File: config.mk
export PLATFORM = sky130hd
export DESIGN_NAME = multiple_encoder5_3_flat
export DESIGN_NICKNAME = d
export VERILOG_FILES = /design/src/rtl/multiple_encoder5_3_if.sv /design/src/rtl/multiple_encoder5_3.sv /design/src/flat_wrapper.sv
export SDC_FILE = /design/constraint.sdc
export NUM_CORES = 1
export LEC_CHECK = 0
export CORE_MARGIN = 2
export CORE_UTILIZATION = 49
export CTS_BUF_LIST = sky130_fd_sc_hd__clkbuf_2
export CTS_CLUSTER_DIAMETER = 40
export DETAILED_ROUTE_END_ITERATION = 8
export PLACE_DENSITY = 0.72
export SLEW_MARGIN = 30
export SYNTH_ARGS = -nofsm -noshare
export SYNTH_HDL_FRONTEND = slang
export SYNTH_SLANG_ARGS = --single-unit
File: constraint.sdc
create_clock -name clk -period 2.25 [get_ports clk]
set_input_delay 0.3375 -clock clk [delete_from_list [all_inputs] [get_ports clk]]
set_output_delay 0.3375 -clock clk [all_outputs]
set_load 0.02 [all_outputs]
File: src/rtl/multiple_encoder5_3_if.sv
`default_nettype none
// ============================================================================
// Module      : multiple_encoder5_3_if
// Description : Select-line input, code handshake and status bundle for the
//               5->3 grouped active-low encoder.
// Revision    : 1.0 - initial release
// ============================================================================
interface multiple_encoder5_3_if;
    logic [4:0] y_n;
    logic       ready;
    logic       valid;
    logic [2:0] code_lo;
    logic [2:0] code_hi;
    logic       err;
    logic [7:0] evt_cnt;
    logic [7:0] err_cnt;

    // Encoder side: drives the code, status and counters.
    modport master (
        input  y_n,
        input  ready,
        output valid,
        output code_lo,
        output code_hi,
        output err,
        output evt_cnt,
        output err_cnt
    );

    // Environment side: drives the select lines and consumes the code.
    modport slave (
        output y_n,
        output ready,
        input  valid,
        input  code_lo,
        input  code_hi,
        input  err,
        input  evt_cnt,
        input  err_cnt
    );
endinterface
`default_nettype wire

File: src/rtl/multiple_encoder5_3.sv
`default_nettype none
// ============================================================================
// Module      : multiple_encoder5_3
// Description : Synchronises and debounces five active-low select lines,
//               encodes a legal one-cold pattern to its code group and
//               delivers it once per selection over VALID/READY.
// Revision    : 1.0 - initial release
// ============================================================================
module multiple_encoder5_3 #(
    parameter int SYNC_STAGES   = 2,
    parameter int STABLE_CYCLES = 4
) (
    input  wire logic             clk,
    input  wire logic             rst_n,
    multiple_encoder5_3_if.master bus
);

    localparam logic [4:0] c_released = 5'b11111;
    localparam logic [8:0] c_stable   = 9'(STABLE_CYCLES);
    localparam bit         c_one_shot = (STABLE_CYCLES == 1);

    typedef enum logic [1:0] {
        S_IDLE    = 2'd0,
        S_QUALIFY = 2'd1,
        S_PRESENT = 2'd2,
        S_RELEASE = 2'd3
    } state_t;

    function automatic logic is_legal(input logic [4:0] s);
        case (s)
            5'b11110, 5'b11101, 5'b11011, 5'b10111, 5'b01111: return 1'b1;
            default:                                           return 1'b0;
        endcase
    endfunction

    // Returns {code_lo, code_hi}; only called with legal patterns.
    function automatic logic [5:0] decode(input logic [4:0] s);
        case (s)
            5'b11110: return {3'd0, 3'd1};
            5'b11101: return {3'd2, 3'd2};
            5'b11011: return {3'd3, 3'd5};
            5'b10111: return {3'd6, 3'd6};
            5'b01111: return {3'd7, 3'd7};
            default:  return 6'd0;
        endcase
    endfunction

    logic [SYNC_STAGES-1:0][4:0] r_sync;
    state_t     r_state;
    logic [7:0] r_cnt;
    logic [4:0] r_pat;
    logic       r_valid;
    logic [2:0] r_code_lo;
    logic [2:0] r_code_hi;
    logic       r_err;
    logic [7:0] r_evt_cnt;
    logic [7:0] r_err_cnt;

    state_t     w_state_nxt;
    logic [7:0] w_cnt_nxt;
    logic [4:0] w_pat_nxt;
    logic       w_valid_nxt;
    logic [2:0] w_code_lo_nxt;
    logic [2:0] w_code_hi_nxt;
    logic       w_err_nxt;
    logic [7:0] w_evt_cnt_nxt;
    logic [7:0] w_err_cnt_nxt;

    logic [4:0] w_s;
    logic [8:0] w_cnt_inc;

    assign w_s       = r_sync[SYNC_STAGES-1];
    assign w_cnt_inc = {1'b0, r_cnt} + 9'd1;

    // Reset to all-ones so a reset never looks like a selection.
    always_ff @(posedge clk or negedge rst_n) begin
        if (!rst_n) begin
            r_sync <= {SYNC_STAGES{c_released}};
        end else begin
            r_sync <= {r_sync[SYNC_STAGES-2:0], bus.y_n};
        end
    end

    always_ff @(posedge clk or negedge rst_n) begin
        if (!rst_n) begin
            r_state   <= S_IDLE;
            r_cnt     <= 8'd0;
            r_pat     <= c_released;
            r_valid   <= 1'b0;
            r_code_lo <= 3'd0;
            r_code_hi <= 3'd0;
            r_err     <= 1'b0;
            r_evt_cnt <= 8'd0;
            r_err_cnt <= 8'd0;
        end else begin
            r_state   <= w_state_nxt;
            r_cnt     <= w_cnt_nxt;
            r_pat     <= w_pat_nxt;
            r_valid   <= w_valid_nxt;
            r_code_lo <= w_code_lo_nxt;
            r_code_hi <= w_code_hi_nxt;
            r_err     <= w_err_nxt;
            r_evt_cnt <= w_evt_cnt_nxt;
            r_err_cnt <= w_err_cnt_nxt;
        end
    end

    always_comb begin
        w_state_nxt   = r_state;
        w_cnt_nxt     = r_cnt;
        w_pat_nxt     = r_pat;
        w_valid_nxt   = r_valid;
        w_code_lo_nxt = r_code_lo;
        w_code_hi_nxt = r_code_hi;
        w_err_nxt     = 1'b0;
        w_evt_cnt_nxt = r_evt_cnt;
        w_err_cnt_nxt = r_err_cnt;

        unique case (r_state)
            S_IDLE: begin
                if (w_s == c_released) begin
                    w_state_nxt = S_IDLE;
                end else if (is_legal(w_s)) begin
                    w_pat_nxt = w_s;
                    w_cnt_nxt = 8'd1;
                    if (c_one_shot) begin
                        w_state_nxt                    = S_PRESENT;
                        w_valid_nxt                    = 1'b1;
                        {w_code_lo_nxt, w_code_hi_nxt} = decode(w_s);
                    end else begin
                        w_state_nxt = S_QUALIFY;
                    end
                end else begin
                    w_err_nxt     = 1'b1;
                    w_err_cnt_nxt = (r_err_cnt == 8'hFF) ? r_err_cnt : r_err_cnt + 8'd1;
                    w_state_nxt   = S_RELEASE;
                    w_cnt_nxt     = 8'd0;
                end
            end

            S_QUALIFY: begin
                if (w_s == r_pat) begin
                    if (w_cnt_inc == c_stable) begin
                        w_state_nxt                    = S_PRESENT;
                        w_valid_nxt                    = 1'b1;
                        {w_code_lo_nxt, w_code_hi_nxt} = decode(r_pat);
                    end else begin
                        w_cnt_nxt = w_cnt_inc[7:0];
                    end
                end else if (w_s == c_released) begin
                    w_state_nxt = S_IDLE;
                    w_cnt_nxt   = 8'd0;
                end else if (is_legal(w_s)) begin
                    w_pat_nxt = w_s;
                    w_cnt_nxt = 8'd1;
                end else begin
                    w_err_nxt     = 1'b1;
                    w_err_cnt_nxt = (r_err_cnt == 8'hFF) ? r_err_cnt : r_err_cnt + 8'd1;
                    w_state_nxt   = S_RELEASE;
                    w_cnt_nxt     = 8'd0;
                end
            end

            // Select lines are ignored while a code is on offer.
            S_PRESENT: begin
                if (r_valid && bus.ready) begin
                    w_evt_cnt_nxt = r_evt_cnt + 8'd1;
                    w_valid_nxt   = 1'b0;
                    w_state_nxt   = S_RELEASE;
                    w_cnt_nxt     = 8'd0;
                end
            end

            S_RELEASE: begin
                if (w_s == c_released) begin
                    if (w_cnt_inc == c_stable) begin
                        w_state_nxt = S_IDLE;
                        w_cnt_nxt   = 8'd0;
                    end else begin
                        w_cnt_nxt = w_cnt_inc[7:0];
                    end
                end else begin
                    w_cnt_nxt = 8'd0;
                end
            end

            default: begin
                w_state_nxt = S_IDLE;
                w_cnt_nxt   = 8'd0;
            end
        endcase
    end

    assign bus.valid   = r_valid;
    assign bus.code_lo = r_code_lo;
    assign bus.code_hi = r_code_hi;
    assign bus.err     = r_err;
    assign bus.evt_cnt = r_evt_cnt;
    assign bus.err_cnt = r_err_cnt;

endmodule
`default_nettype wire

File: src/flat_wrapper.sv
// flat-port wrapper written by rule: the top's interface ports become plain ports
module multiple_encoder5_3_flat 
#(
    parameter int SYNC_STAGES   = 2,
    parameter int STABLE_CYCLES = 4
)
  (clk, rst_n, bus_y_n, bus_ready, bus_valid, bus_code_lo, bus_code_hi, bus_err, bus_evt_cnt, bus_err_cnt);
  multiple_encoder5_3_if bus_i ();
  input  wire logic clk;
  input  wire logic rst_n;
  input wire logic [$bits(bus_i.y_n)-1:0] bus_y_n;
  input wire logic [$bits(bus_i.ready)-1:0] bus_ready;
  output wire logic [$bits(bus_i.valid)-1:0] bus_valid;
  output wire logic [$bits(bus_i.code_lo)-1:0] bus_code_lo;
  output wire logic [$bits(bus_i.code_hi)-1:0] bus_code_hi;
  output wire logic [$bits(bus_i.err)-1:0] bus_err;
  output wire logic [$bits(bus_i.evt_cnt)-1:0] bus_evt_cnt;
  output wire logic [$bits(bus_i.err_cnt)-1:0] bus_err_cnt;
  assign bus_i.y_n = bus_y_n;
  assign bus_i.ready = bus_ready;
  assign bus_valid = bus_i.valid;
  assign bus_code_lo = bus_i.code_lo;
  assign bus_code_hi = bus_i.code_hi;
  assign bus_err = bus_i.err;
  assign bus_evt_cnt = bus_i.evt_cnt;
  assign bus_err_cnt = bus_i.err_cnt;
  multiple_encoder5_3 #(.SYNC_STAGES(SYNC_STAGES), .STABLE_CYCLES(STABLE_CYCLES)) u_core (.clk(clk), .rst_n(rst_n), .bus(bus_i));
endmodule
==> out/metrics.csv, run 1 <==
stage,metric,value,unit
layout,n_diodes,0,
logic_synthesis,Cells after Synth,222,
timing,Setup Skew,0.0160,ns
logic_synthesis,Synth Warn #,0,
logic_synthesis,post-synth top area share,33.4,%
global_routing,grt met1 use,20.9,%
logic_synthesis,sequential-to-total area share from yosys stat,48.9,%
timing,final cycle utilization of the critical path,91.5,%
logic_synthesis,synth top area cells,"dfrtp_1 33%, dfstp_2 15%, xor2_1 6.2%",
layout,fill count,436,
clock_network,Clock Latency Late Sink,0.43,ns
die,die area,5780,µm²
setup_path,slowest library cell on the worst path,dfstp_2,
logic_synthesis,Unique masters post-synth,48,
die,row count,26,
job,max-cap viol count,0,
setup_path,R2R cell count,5,
power_and_ir_drop,Leak,1.30,nW
power_and_ir_drop,Clock power frac,27.1,%
logic_synthesis,syn avg cell area,11.5,µm²
setup_path,CP cell instances,xnor2_4 > nand3_4 > or4_4 > o311ai_1 > mux2_2,
logic_synthesis,Post-synth top cells,"34 x dfrtp_1, 22 x nand2_1, 18 x xor2_1, 17 x nand3_1, 15 x dfstp_2",
power_and_ir_drop,Flop pwr share,67.9,%
clock_network,CTS tree,yes,
setup_path,worst path arrival time,2.44,ns
logic_synthesis,cell with the most instances after synthesis,dfrtp_1,
clock_network,CTS H-tree lvls,2,
setup_path,Worst path top cell family by delay,simple AND/OR/NAND/NOR gates,
clock_network,"Reg clk slew, reported paths",0.25,ns
clock_network,clk sinks,49,
clock_network,Root Buffer,clkbuf_2,
detailed_routing,Residual DRC,0,
global_routing,largest net degree at the start of global routing,27,
detailed_routing,first drt pass iteration count,4,
timing,hold_ws,0.268,ns
timing,Final Hold Viols,0,
detailed_routing,Final Routed Wirelength,4190,µm
logic_synthesis,largest area contributor in the netlist,dfrtp_1,
clock_network,largest buffer count on any clock path,2,
setup_path,critical path type,register to register,
detailed_routing,DR vias/cell,5.27,
power_and_ir_drop,Combinational Power Share,5.0,%
logic_synthesis,Mapped Area,2540,µm²
setup_path,CP Launch Type,register,
setup_path,worst path required time,2.63,ns
global_routing,GR Util met3,3.67,%
logic_synthesis,number of flops mapped to enable cells by yosys,0,
layout,synthesis-to-finish area growth,16.0,%
run_status,outcome,finished clean,
global_routing,number of global-route vias before repair,1580,
placed_design,Port Buffers,31,
logic_synthesis,Async SR Flop Fraction,100,%
layout,final core occ,58.5,%
power_and_ir_drop,Switch Pwr,337,µW
clock_network,postcts setup bufs,0,
timing,Worst Tran Pin Value,0.555,ns
power_and_ir_drop,maximum vdd drop,0.000477,V
detailed_routing,routed via count,1717,
worst_hold_path,hold path depth,1,
global_routing,initial antenna violation count,0,
global_routing,gr usage total,15.7,%
timing,min Tclk post-route,2.06,ns
die,Initial Utilization,50.4,%
setup_path,CP Capture Type,register,
logic_synthesis,Yosys reg bits,49,
timing,Max-slew headroom,63.0,%
global_routing,GR peak layer,met2,
power_and_ir_drop,Internal,1.01,mW
clock_network,CTS buffer count,5,
detailed_routing,WL per Instance,12.8,µm
global_routing,met2 usage,25.4,%
detailed_routing,post-route ant nets,0,
logic_synthesis,ys flop type,dfrtp_1,
placed_design,DP Wirelength,3030,µm
setup_path,slowest cell delay on critical path,0.73,ns
layout,Final #Nets,266,
die,die width,76.1,µm
die,die height,76.1,µm
layout,layout cell share with drive strength beyond 1,21.9,%
setup_path,"critical path fanouts, max",16,
detailed_routing,initial drt markers,65,
worst_hold_path,min-delay worst type,input pin to register,
timing,Fin Setup TNS,0,ns
setup_path,CP Buf/Inv Count,0,
placed_design,Placer Congestion,0.807,
timing,f_max,486,MHz
global_routing,total gr overflow,0,
global_routing,first-pass GRT wire length,7310,µm
power_and_ir_drop,Sw Share,24.9,%
timing,Pins Over Slew Limit,0,
timing,Final setup viols,0,
power_and_ir_drop,Power Density,458,nW/µm²
die,Core ar.,5040,µm²
timing,RSZ-0062 raised after global routing,false,
logic_synthesis,Syn Nets,233,
setup_path,cell count along the critical path,5,
die,number of I/O pins,32,
## worst reg2reg max path, stage by stage, from the launching register on
cell and delay, ns:
dfstp_2 0.73, xnor2_4 0.16, nand3_4 0.14, or4_4 0.67
o311ai_1 0.13, mux2_2 0.18
## final timing paths
path | startpoint | to | slack, ns
hold / removal | bus_y_n[2] | u_core.r_sync[2]$_DFF_PN1_ | 0.27
setup / recovery | u_core.w_s[4]$_DFF_PN1_ | u_core.r_cnt[4]$_DFFE_PN0P_ | 0.19
max in group asynchronous | rst_n | u_core.r_pat[3]$_DFFE_PN1P_ | 1.28
min in group asynchronous | rst_n | u_core.bus.code_lo[1]$_DFFE_PN0P_ | 0.38
setup reg to reg | u_core.w_s[4]$_DFF_PN1_ | u_core.r_cnt[4]$_DFFE_PN0P_ | 0.19
hold reg to reg | u_core.r_sync[0]$_DFF_PN1_ | u_core.w_s[0]$_DFF_PN1_ | 0.37
## layer usage
metal  part of all wire [%]  vias up  wire length (µm)
met5                      0        -                 0
met2                     48       21              1990
met4                    1.4        0                59
li1                       -      860                 -
met3                    3.3        6               138
met1                     48      830              2000
## registers in the layout, summed over array words and instances (netlist names)
name	count
u_core.r_pat	5
u_core.bus.code_lo	3
u_core.w_s	5
u_core.bus.err	1
u_core.r_cnt	8
u_core.r_state	2
u_core.bus.code_hi	3
u_core.bus.valid	1
u_core.bus.evt_cnt	8
u_core.r_sync	5
u_core.bus.err_cnt	8
## power by group through the flow
stage	registers (mW)	logic [mW]	clock network, mW
final	0.918	0.0675	0.367
after CTS	0.918	0.0696	0.388
after detailed placement	0.931	0.0680	0
after global routing	0.921	0.0766	0.412
after floorplan	0.917	0.0529	0
after global placement	0.930	0.0675	0
## layout by cell type (no fill, tap or decap), types with 2 or more instances in the layout
cell type	n
buf_4	6
mux2_2	8
nor2_1	10
dfrtp_1	34
xor2_1	18
o21ai_2	3
o21ai_1	3
ha_1	3
xnor2_1	6
o311ai_1	2
clkbuf_2	5
nor3b_1	2
a21oi_1	6
xnor2_2	2
nand4_1	6
dfstp_2	15
a22o_1	5
clkdlybuf4s50_1	30
nand2_1	22
o21ai_0	6
nor3_1	6
xnor2_4	3
and3_1	2
inv_1	4
nor4_1	3
nand3_1	17
## cell type report
class	instances	area, µm²	area share, %
flip-flops and latches	49	1240	42.2
multi-input cells	156	1180	39.9
repair buffers	39	380	12.9
well taps	70	87.6	2.97
clock buffers	5	25.0	0.848
clock inverters	3	21.3	0.721
inverters	4	15.0	0.509
## cell families (layout without fill, tap and decap cells)
family	Yosys count	after routing	synth area share (%)
buffers and inverters	17	51	4.87
flip-flops	49	49	48.9
multiplexers	9	9	3.94
XOR/XNOR	29	29	12.8
adder cells (fa/ha/maj)	4	4	1.92
AND/OR/NAND/NOR	78	78	16.4
AO/OA/AOI/OAI	36	36	11.1
## repair_timing
action | in CTS | in global routing
setup endpoints to repair | 0 | 1
hold buffers | 1 | 0
hold endpoints to repair | 9 | 0
resized for setup | 0 | 1
## per-stage QoR
step / std cells / total power [mW] / cell area, µm² / setup WS (ns)
after floorplan: 222 / 0.970 / 2540 / 0.305
after global placement: 317 / 0.998 / 2890 / 0.264
after detailed placement: 317 / 0.999 / 2890 / 0.228
after CTS: 326 / 1.38 / 2950 / 0.145
after global routing: 326 / 1.41 / 2950 / 0.0189
final: 326 / 1.35 / 2950 / 0.191
No activity file was read; power rests on OpenSTA's default activity.
==> inputs of run 2 (changes only) <==
- CORE_UTILIZATION: 49 -> 47
- PLACE_DENSITY: 0.72 -> 0.8
- REMOVE_ABC_BUFFERS: not set -> 1
==> out/metrics.csv, run 2 (same netlist as run 1, synthesis figures left out) <==
stage,metric,value,unit
run_status,outcome,finished clean,
layout,layout cell share with drive strength beyond 1,22.2,%
timing,final cycle utilization of the critical path,91.3,%
power_and_ir_drop,maximum vdd drop,0.000448,V
clock_network,largest buffer count on any clock path,2,
setup_path,Worst path top cell family by delay,flip-flops,
power_and_ir_drop,Power Density,495,nW/µm²
timing,Worst Tran Pin Value,0.510,ns
clock_network,Root Buffer,clkbuf_2,
detailed_routing,routed via count,1756,
clock_network,"Reg clk slew, reported paths",0.26,ns
die,die height,77.6,µm
power_and_ir_drop,Combinational Power Share,4.5,%
layout,Final #Nets,267,
timing,PnR worst setup slack,0.195,ns
clock_network,CTS H-tree lvls,2,
power_and_ir_drop,Internal,1.12,mW
layout,n_diodes,0,
detailed_routing,Final Routed Wirelength,4380,µm
clock_network,CTS buffer count,5,
global_routing,largest net degree at the start of global routing,24,
layout,synthesis-to-finish area growth,16.7,%
die,die area,6020,µm²
power_and_ir_drop,Leak,1.31,nW
die,Core ar.,5170,µm²
global_routing,initial antenna violation count,0,
setup_path,"critical path fanouts, max",9,
setup_path,CP cell instances,xnor2_2 > nand3_1 > o21ai_0 > nor3_2 > mux2_2,
placed_design,Port Buffers,31,
timing,Pins Over Slew Limit,0,
timing,Final setup viols,0,
timing,f_max,487,MHz
timing,Final Hold Viols,0,
setup_path,Setup crit start,u_core.w_s[3]$_DFF_PN1_,
clock_network,postcts setup bufs,0,
clock_network,post-cts gate resize count,0,
clock_network,Clock Latency Late Sink,0.43,ns
global_routing,total gr overflow,0,
job,max-cap viol count,0,
setup_path,worst path required time,2.64,ns
timing,Setup Skew,0.0162,ns
setup_path,cell count along the critical path,5,
detailed_routing,post-route ant nets,0,
setup_path,r2r startpoint,u_core.w_s[3]$_DFF_PN1_,
layout,most frequent cells in the layout,"34 x dfrtp_1, 30 x clkdlybuf4s50_1, 22 x nand2_1",
layout,fin cells,327,
layout,fill count,439,
placed_design,DP Wirelength,3180,µm
setup_path,worst path arrival time,2.44,ns
setup_path,slowest cell delay on critical path,0.70,ns
power_and_ir_drop,Clock power frac,33.1,%
setup_path,critical path type,register to register,
timing,RSZ-0062 raised after global routing,false,
die,die width,77.6,µm
detailed_routing,initial drt markers,94,
timing,min Tclk post-route,2.05,ns
power_and_ir_drop,Pwr Total,1.47,mW
die,number of I/O pins,32,
layout,"most common cell after layout, fill and taps aside",dfrtp_1,
global_routing,GR peak layer,met2,
worst_hold_path,min-delay worst type,input pin to async pin,
clock_network,CTS tree,yes,
timing,Fin Setup TNS,0,ns
setup_path,CP Capture Type,register,
placed_design,Setup WS pre-CTS,0.245,ns
setup_path,CP Buf/Inv Count,0,
power_and_ir_drop,Flop pwr share,62.4,%
die,row count,26,
global_routing,first-pass GRT wire length,7800,µm
power_and_ir_drop,Sw Share,23.6,%
timing,hold_ws,0.256,ns
detailed_routing,DR vias/cell,5.37,
die,Initial Utilization,49.2,%
detailed_routing,first drt pass iteration count,4,
clock_network,clk sinks,49,
layout,final core occ,57.4,%
global_routing,met2 usage,26.3,%
global_routing,gr usage total,16.1,%
setup_path,CP Launch Type,register,
layout,final cell area excluding filler cells,2970,µm²
global_routing,number of global-route vias before repair,1722,
setup_path,R2R cell count,5,
global_routing,grt met1 use,21.9,%
detailed_routing,WL per Instance,13.4,µm
global_routing,GR Util met3,3.84,%
placed_design,placed insts,318,
detailed_routing,Residual DRC,0,
placed_design,Placer Congestion,0.854,
placed_design,Area after DPL,2890,µm²
power_and_ir_drop,Switch Pwr,347,µW
setup_path,slowest library cell on the worst path,dfstp_2,
timing,Max-slew headroom,65.8,%
run 2: cell types whose count changed in the layout (fill, tap and decap cells not counted), sizes merged:
cell,change
clkinvlp,+1
inv,-1
bufinv,+1
clkinv,-1
buf,+1
run 2: repair_timing:
action | CTS | global route
hold endpoints to repair | 9 | 0
hold buffers | 1 | 0
endpoints found under the setup margin | 0 | 0
run 2: area by class of cell:
cell class | count | area (µm²) | area share, %
flip-flops and latches | 49 | 1240 | 41.9
multi-input cells | 156 | 1170 | 39.6
repair buffers | 40 | 375 | 12.6
well taps | 70 | 87.6 | 2.95
clock inverters | 3 | 46.3 | 1.56
clock buffers | 5 | 25.0 | 0.843
inverters | 4 | 15.0 | 0.506
run 2: power groups by stage:
| stage | sequential [mW] | clock (mW) | combinational (mW) |
|---|---|---|---|
| 2_1_floorplan | 0.928 | 0 | 0.0314 |
| 3_3_place_gp | 0.930 | 0 | 0.0655 |
| 3_5_place_dp | 0.931 | 0 | 0.0667 |
| 4_1_cts | 0.917 | 0.499 | 0.0681 |
| 5_1_grt | 0.920 | 0.536 | 0.0745 |
| 6_report | 0.917 | 0.486 | 0.0660 |
run 2: worst paths after layout:
| check | to | slack (ns) |
|---|---|---|
| setup reg to reg | u_core.r_pat[1]$_DFFE_PN1P_ | 0.20 |
| min in group clk | u_core.r_sync[1]$_DFF_PN1_ | 0.26 |
| setup / recovery | u_core.r_pat[1]$_DFFE_PN1P_ | 0.20 |
| max in group asynchronous | u_core.w_s[2]$_DFF_PN1_ | 1.37 |
| hold / removal | u_core.bus.code_lo[2]$_DFFE_PN0P_ | 0.26 |
| hold reg to reg | u_core.w_s[2]$_DFF_PN1_ | 0.37 |
run 2: per-layer routing:
layer | wire length, µm | vias up
li1 | - | 861
met1 | 2070 | 853
met2 | 2100 | 37
met3 | 165 | 5
met4 | 38 | 0
met5 | 0 | -
==> inputs of run 3 (changes only) <==
- CORE_UTILIZATION: 47 -> 49
- PLACE_DENSITY: 0.8 -> 0.83
==> out/metrics.csv, run 3 (same netlist as run 1, synthesis figures left out) <==
stage,metric,value,unit
clock_network,CTS tree,yes,
setup_path,CP cell instances,xnor2_2 > nand3_1 > o21ai_0 > nor3_2 > mux2_2,
timing,PnR worst setup slack,0.120,ns
detailed_routing,initial drt markers,124,
layout,synthesis-to-finish area growth,15.1,%
worst_hold_path,min-delay worst type,input pin to register,
global_routing,number of global-route vias before repair,1715,
placed_design,DP Wirelength,3160,µm
clock_network,postcts setup bufs,0,
die,die height,76.1,µm
global_routing,total gr overflow,0,
timing,RSZ-0062 raised after global routing,false,
setup_path,slowest library cell on the worst path,dfstp_2,
clock_network,clk sinks,49,
power_and_ir_drop,Power Density,455,nW/µm²
global_routing,gr usage total,16.2,%
job,max-cap viol count,0,
die,Core ar.,5040,µm²
die,row count,26,
detailed_routing,DR vias/cell,5.23,
setup_path,CP Capture Type,register,
detailed_routing,Residual DRC,0,
clock_network,largest buffer count on any clock path,2,
clock_network,"Reg clk slew, reported paths",0.23,ns
clock_network,Clock Latency Late Sink,0.42,ns
power_and_ir_drop,Leak,1.29,nW
setup_path,CP Launch Type,register,
global_routing,largest net degree at the start of global routing,28,
detailed_routing,routed via count,1693,
power_and_ir_drop,maximum vdd drop,0.000406,V
timing,Final setup viols,0,
layout,layout cell share with drive strength beyond 1,21.3,%
layout,fill count,424,
clock_network,Root Buffer,clkbuf_2,
layout,n_diodes,0,
placed_design,Setup WS pre-CTS,0.193,ns
die,number of I/O pins,32,
setup_path,worst path arrival time,2.49,ns
layout,"most common cell after layout, fill and taps aside",dfrtp_1,
global_routing,initial antenna violation count,0,
placed_design,Placer Congestion,0.791,
die,Initial Utilization,50.4,%
detailed_routing,Final Routed Wirelength,4280,µm
timing,Fin Setup TNS,0,ns
timing,f_max,470,MHz
die,die width,76.1,µm
timing,Final Hold Viols,0,
run_status,outcome,finished clean,
timing,Pins Over Slew Limit,0,
timing,Setup Skew,0.0220,ns
clock_network,CTS buffer count,5,
layout,Final #Nets,264,
die,die area,5780,µm²
setup_path,worst path required time,2.61,ns
timing,final cycle utilization of the critical path,94.7,%
setup_path,"critical path fanouts, max",10,
setup_path,slowest cell delay on critical path,0.71,ns
detailed_routing,first drt pass iteration count,4,
setup_path,critical path type,register to register,
detailed_routing,WL per Instance,13.2,µm
timing,Worst Tran Pin Value,0.544,ns
global_routing,first-pass GRT wire length,7730,µm
timing,Max-slew headroom,63.8,%
detailed_routing,post-route ant nets,0,
clock_network,CTS H-tree lvls,2,
placed_design,Port Buffers,31,
timing,min Tclk post-route,2.13,ns
layout,most frequent cells in the layout,"34 x dfrtp_1, 30 x clkdlybuf4s50_1, 22 x nand2_1",
## run 3: power by group
part	internal, mW	switching, mW
logic	0.0337	0.0343
clock network	0.0915	0.257
registers	0.900	0.0167
total	1.03	0.308
## run 3: metrics by stage
step | util (%) | area [µm²] | total power [mW] | std cells | hold WS, ns
2_1_floorplan | - | 2430 | 0.959 | 209 | 0.0419
3_3_place_gp | 57.1 | 2880 | 0.996 | 315 | 0.346
3_5_place_dp | 57.1 | 2880 | 0.999 | 315 | 0.347
4_1_cts | 58.1 | 2930 | 1.36 | 324 | 0.276
5_1_grt | 58.1 | 2930 | 1.40 | 324 | 0.271
6_report | 58.1 | 2930 | 1.33 | 324 | 0.312
## run 3: what timing repair did
item                                    CTS  global route
hold buffers                              1             0
hold endpoints to repair                 22             0
gates resized for setup                   0             0
endpoints found under the setup margin    0             0
## run 3: worst max-delay path: cells and delay by family, from the launching register on
kind	cells	cell delay [ns]
compound gates	1	0.17
xor+xnor	1	0.10
flops	1	0.71
mux	1	0.40
simple gates	2	0.68
## run 3: final timing paths
check / startpoint / end / slack [ns] / depth (start not counted)
setup / recovery: u_core.r_pat[0]$_DFFE_PN1P_ / u_core.r_pat[2]$_DFFE_PN1P_ / 0.12 / 5
hold reg to reg: u_core.r_sync[3]$_DFF_PN1_ / u_core.w_s[3]$_DFF_PN1_ / 0.36 / 0
min in group asynchronous: rst_n / u_core.bus.evt_cnt[4]$_DFFE_PN0P_ / 0.39 / 2
hold / removal: bus_y_n[2] / u_core.r_sync[2]$_DFF_PN1_ / 0.31 / 1
max in group asynchronous: rst_n / u_core.w_s[1]$_DFF_PN1_ / 1.24 / 3
setup reg to reg: u_core.r_pat[0]$_DFFE_PN1P_ / u_core.r_pat[2]$_DFFE_PN1P_ / 0.12 / 5
## run 3: per-layer routing
metal | global-route usage (%) | up-vias | wire (µm)
li1 | - | 850 | -
met1 | 21.2 | 798 | 1900
met2 | 27.0 | 40 | 2160
met3 | 3.67 | 5 | 181
met4 | 4.91 | 0 | 41
met5 | 0 | - | 0
## run 3: final cells by class
cell class | instances | area (µm²) | area share (%)
flip-flops and latches | 49 | 1240 | 42.5
multi-input cells | 156 | 1170 | 40.1
repair buffers | 37 | 365 | 12.5
well taps | 70 | 87.6 | 2.99
clock buffers | 8 | 40.0 | 1.37
inverters | 4 | 15.0 | 0.513
